File: src/rtl/data_sram_like_responder.sv
// Responder for the data_sram req/addr_ok/data_ok handshake: in-order request FIFO,
// programmable wait states per request, and one access per request on a 1-cycle SRAM.
module data_sram_like_responder #(
  parameter int DEPTH   = 2,
  parameter int LATENCY = 0,
  parameter int ADDR_W  = 16
) (
  input  logic              clk,
  input  logic              reset,
  input  logic              data_sram_req,
  input  logic              data_sram_wr,
  input  logic [1:0]        data_sram_size,
  input  logic [3:0]        data_sram_wstrb,
  input  logic [31:0]       data_sram_addr,
  input  logic [31:0]       data_sram_wdata,
  output logic              data_sram_addr_ok,
  output logic              data_sram_data_ok,
  output logic [31:0]       data_sram_rdata,
  output logic              ram_en,
  output logic [3:0]        ram_we,
  output logic [ADDR_W-1:0] ram_addr,
  output logic [31:0]       ram_wdata,
  input  logic [31:0]       ram_rdata
);
  localparam int         PW      = (DEPTH > 1) ? $clog2(DEPTH) : 1;
  localparam int         CW      = $clog2(DEPTH + 1);
  localparam bit         HAS_LAT = (LATENCY != 0);
  localparam logic [3:0] LAT_M1  = HAS_LAT ? 4'(LATENCY - 1) : 4'd0;

  typedef struct packed {
    logic              wr;
    logic [3:0]        wstrb;
    logic [ADDR_W-1:0] waddr;
    logic [31:0]       wdata;
  } req_t;

  typedef enum logic [1:0] {IDLE, WAIT, ISSUE, RESP} state_t;

  req_t          q [DEPTH];
  req_t          head;
  logic [PW-1:0] rd_ptr, wr_ptr, rd_inc, wr_inc;
  logic [CW-1:0] count, count_next;
  state_t        state;
  logic [3:0]    wait_cnt;
  logic          resp_wr;
  logic [31:0]   rdata_q;
  logic          push, pop, start, go_issue;
  logic          unused_ok;

  assign unused_ok  = ^{data_sram_size, data_sram_addr};

  assign push       = data_sram_req & data_sram_addr_ok;
  assign pop        = (state == RESP);
  assign count_next = count + CW'(push) - CW'(pop);
  assign rd_inc     = (DEPTH == 1) ? '0 : rd_ptr + 1'b1;
  assign wr_inc     = (DEPTH == 1) ? '0 : wr_ptr + 1'b1;

  // Leaving RESP the popped entry still sits at rd_ptr, so the next access comes from rd_inc.
  assign head     = pop ? q[rd_inc] : q[rd_ptr];
  assign start    = (state == IDLE && count != '0) || (pop && count != CW'(1));
  assign go_issue = (state == WAIT && wait_cnt == 4'd0) || (start && !HAS_LAT);

  always_ff @(posedge clk) begin
    if (push)
      q[wr_ptr] <= '{data_sram_wr, data_sram_wstrb, data_sram_addr[ADDR_W+1:2], data_sram_wdata};
  end

  // addr_ok is a pure function of the registered occupancy, never of a same-cycle pop.
  always_ff @(posedge clk or posedge reset) begin
    if (reset) begin
      rd_ptr            <= '0;
      wr_ptr            <= '0;
      count             <= '0;
      data_sram_addr_ok <= 1'b0;
    end else begin
      if (push) wr_ptr <= wr_inc;
      if (pop)  rd_ptr <= rd_inc;
      count             <= count_next;
      data_sram_addr_ok <= (count_next < CW'(DEPTH));
    end
  end

  always_ff @(posedge clk or posedge reset) begin
    if (reset) begin
      state             <= IDLE;
      wait_cnt          <= 4'd0;
      ram_en            <= 1'b0;
      ram_we            <= 4'd0;
      ram_addr          <= '0;
      ram_wdata         <= 32'd0;
      data_sram_data_ok <= 1'b0;
      resp_wr           <= 1'b0;
    end else begin
      ram_en            <= 1'b0;
      ram_we            <= 4'd0;
      data_sram_data_ok <= 1'b0;
      if (go_issue) begin
        state     <= ISSUE;
        ram_en    <= 1'b1;
        ram_we    <= head.wr ? head.wstrb : 4'd0;
        ram_addr  <= head.waddr;
        ram_wdata <= head.wdata;
      end else if (start) begin
        state    <= WAIT;
        wait_cnt <= LAT_M1;
      end else begin
        case (state)
          WAIT:  wait_cnt <= wait_cnt - 4'd1;
          ISSUE: begin
            state             <= RESP;
            data_sram_data_ok <= 1'b1;
            resp_wr           <= head.wr;
          end
          RESP:    state <= IDLE;
          default: state <= state;
        endcase
      end
    end
  end

  // Load data comes straight off the SRAM during RESP and is held afterwards.
  assign data_sram_rdata = data_sram_data_ok ? (resp_wr ? 32'd0 : ram_rdata) : rdata_q;

  always_ff @(posedge clk or posedge reset) begin
    if (reset)                  rdata_q <= 32'd0;
    else if (data_sram_data_ok) rdata_q <= data_sram_rdata;
  end

endmodule
File: config.mk
export PLATFORM = sky130hd
export DESIGN_NAME = data_sram_like_responder
export DESIGN_NICKNAME = d
export VERILOG_FILES = /design/src/rtl/data_sram_like_responder.sv
export SDC_FILE = /design/constraint.sdc
export NUM_CORES = 1
export LEC_CHECK = 0
export ABC_AREA = 1
export BUFFER_PORTS_ARGS = -buffer_cell sky130_fd_sc_hd__buf_2
export CAP_MARGIN = 25
export CORE_ASPECT_RATIO = 1.2
export CORE_MARGIN = 5
export CORE_UTILIZATION = 50
export CTS_CLUSTER_SIZE = 12
export DETAILED_ROUTE_END_ITERATION = 6
export GPL_TIMING_DRIVEN = 0
export PLACE_DENSITY_LB_ADDON = 0.25
export SYNTH_ARGS = -nofsm -noshare
export SYNTH_HDL_FRONTEND = slang
export SYNTH_SLANG_ARGS = --single-unit
File: constraint.sdc
create_clock -name clk -period 5.7 [get_ports clk]
set_clock_uncertainty 0.15 [all_clocks]
set_input_delay 0.285 -clock clk [delete_from_list [all_inputs] [get_ports clk]]
set_output_delay 0.285 -clock clk [all_outputs]
set_load 0.03 [all_outputs]
==> metrics.md <==
| Metric | Value |
|---|---|
| Global-route wire length before repair | 37600 um |
| Post-Synth Adder-Cell Area | 0.00536 |
| Vias in the first global route | 7765 |
| Largest family of logic cells by synthesized area | simple AND/OR/NAND/NOR gates |
| Crit end category | output port |
| Clk slew on worst S/H paths | 0.06 ns |
| PostCTS Resize Cnt | 0 |
| Core Area | 18200 um^2 |
| Routed vias/inst | 4.90 |
| # IOs | 193 |
| Synthesized Nets | 1189 |
| Starting Density | 0.511 |
| DR DRC count | 0 |
| XOR/XNOR share of the synthesized area | 0.00469 |
| Via count | 7843 |
| Layout cells sized above 1 | 0.173 |
| Least-Margin Pin Slew | 0.827 ns |
| Multiplexer share of the synthesized area | 0 |
| Relative slew slack | 0.447 |
| Fin nets | 1475 |
| Hold/Removal Path Class | input pin to flop |
| Max frequency | 384 MHz |
| Pin count of the biggest net entering global routing | 73 |
| Crit path required time | 5.27 ns |
| Post-synthesis compound-gate area fraction | 0.0928 |
| Overall Global Routing Usage | 0.214 |
| HPWL Detailed | 15300 um |
| CTS tree | built |
| Number of DRC markers in iteration 0 | 454 |
| Avg WL per Cell | 14.5 um |
| FF+latch count, synth | 204 |
| Tcrit/Tclk final | 0.457 |
| Syn Area/Cell | 8.65 um^2 |
| Final Total Pwr | 6.81 mW |
| Die area | 21500 um^2 |
| Sequential element share of the synthesized area | 0.604 |
| PD cells | 566 nW/um^2 |
| Row cnt | 54 |
| Max VDD drop | 389 uV |
| CTS Buf Count | 21 |
| Cell count after synthesis | 1079 |
| Pleak | 6.06 nW |
| Worst-Skew Late Latency | 0.49 ns |
| Longest Clk Path Bufs | 3 |
| CP Max Fanout | 10 |
| Post-route ant nets | 0 |
| Max Slew Vio Count | 0 |
| Crit path arrival time | 2.17 ns |
| Final WL | 23200 um |
| Post-Synth Simple-Gate Area | 0.203 |
| GRT overflow | 0 |
| DR pass1 iterations | 5 |
| Root Driver | clkbuf_16 |
| Die Y-Extent | 160 um |
| GPL Wtd Cong | 0.781 |
| Setup crit start kind | flop |
| N_diodes | 0 |
| Mapped Area | 9330 um^2 |
| Area Overhead vs Synth | 28.9% |
| Die Span X | 135 um |
| Max Cap Viol | 0 |
| Clk sink count | 204 |
| Final Hold Violating Endpoints | 0 |
| Initial antenna violation count | 0 |
| Status | complete, no violations |
| Warnings, synthesis | 0 |
| Critical path class | flop to output port |
| TNS Setup | 0 ns |
| I/O Buffers | 174 |
| H-Tree Depth | 1 |
| RSZ-0062 raised after global routing | no |
| Netlist cell types | 22 |
| Tmin final | 2.61 ns |
| Final Setup Violations | 0 |
where the power goes:
| part | internal (mW) | total [mW] | leakage, nW | switching [mW] |
|---|---|---|---|---|
| registers | 2.04 | 2.24 | 2.21 | 0.197 |
| logic | 0.965 | 3.35 | 3.56 | 2.39 |
| clock network | 0.709 | 1.22 | 0.291 | 0.513 |
| total | 3.72 | 6.81 | 6.06 | 3.10 |
cells by family after synthesis:
| kind of cell | after synthesis |
|---|---|
| compound gates | 173 |
| xor+xnor | 5 |
| fa+ha+maj | 4 |
| buf+inv | 209 |
| flops | 204 |
| simple gates | 484 |
sequential cells by signal (all words and copies together) (netlist names):
signal,count
count,2
data_sram_addr_ok,1
data_sram_data_ok,1
q,106
ram_addr,16
ram_en,1
ram_wdata,32
ram_we,4
rd_ptr,1
rdata_q,32
resp_wr,1
state,2
wait_cnt,4
wr_ptr,1
cell type report:
cell class                      count  area (um^2)
Timing Repair Buffer              263         1800
Clock inverter                      1         5.00
Buffer                             56          262
Inverter                          153          579
Multi-Input combinational cell    666         2870
Sequential cell                   204         5640
Fill cell                        1464         6210
Tap cell                          224          280
Clock buffer                       35          598
layer usage:
layer	GRT usage	wire length, um	up-vias
met5	0	0	-
met3	0.0289	1440	46
met4	0.0745	658	0
met2	0.389	11800	263
met1	0.258	9320	3563
li1	-	-	3971
path summary, 6_finish.rpt:
kind                                        start                  end  slack, ns  cells past startpoint
min in group asynchronous                   reset        ram_wdata[14]       0.20                      3
worst min register to register      ram_wdata[21]        ram_wdata[21]       0.31                      2
worst max-delay path            data_sram_data_ok  data_sram_rdata[17]       3.09                      5
worst max register to register           state[1]             count[1]       3.52                      9
worst min-delay path                data_sram_req               wr_ptr       0.15                      3
max in group asynchronous                   reset          ram_addr[5]       4.51                      4
worst max-delay path, cell delays in order (launching register included):
cell and delay (ns):
dfrtp_1 0.49, buf_2 0.27, buf_1 0.42, nand3_1 0.15, o21ai_0 0.12, buf_2 0.23
through the flow:
step	cells	setup WS [ns]	utilization	hold WS [ns]	area (um^2)
final	1602	3.09	0.659	0.147	12000
after floorplan	1079	2.17	-	0.234	9330
after global placement	1477	0.942	0.574	0.299	10500
after CTS	1602	3.12	0.659	0.121	12000
after detailed placement	1480	3.50	0.579	0.167	10600
after global routing	1602	2.93	0.659	0.141	12000
cells in the final DEF, fill, tap and decap left out, drive strengths merged:
cell type,synthesis,routed
nor3,1,1
nand2,435,435
nor2,11,11
xor2,4,4
ha,4,4
buf,36,213
nand4,3,3
o21ai,173,173
xnor2,1,1
edfxtp,106,106
clkbuf,20,55
clkinv,0,1
dlygate4sd3,0,86
nand3,34,34
dfrtp,98,98
inv,153,153
synth_stat cells:
library cell,n,area share
buf_4,2,0.0016
inv_1,151,0.061
nand2_4,2,0.0024
dfrtp_1,98,0.26
xnor2_1,1,0.00094
ha_1,4,0.0054
nor2_4,1,0.0012
xor2_1,4,0.0038
buf_6,2,0.0024
clkbuf_1,20,0.0080
nor3_1,1,0.00054
nand3_1,34,0.018
inv_4,1,0.00067
buf_2,23,0.012
nand2_2,2,0.0013
buf_1,9,0.0036
nor2_1,10,0.0040
inv_2,1,0.00040
edfxtp_1,106,0.34
o21ai_0,173,0.093
nand4_1,3,0.0020
nand2_1,431,0.17
what timing repair did:
item	CTS	global route
endpoints found under the hold margin	164	0
hold buffers	86	0
buffers inserted	0	0
Note: power is estimated with default switching activity, not from simulation.
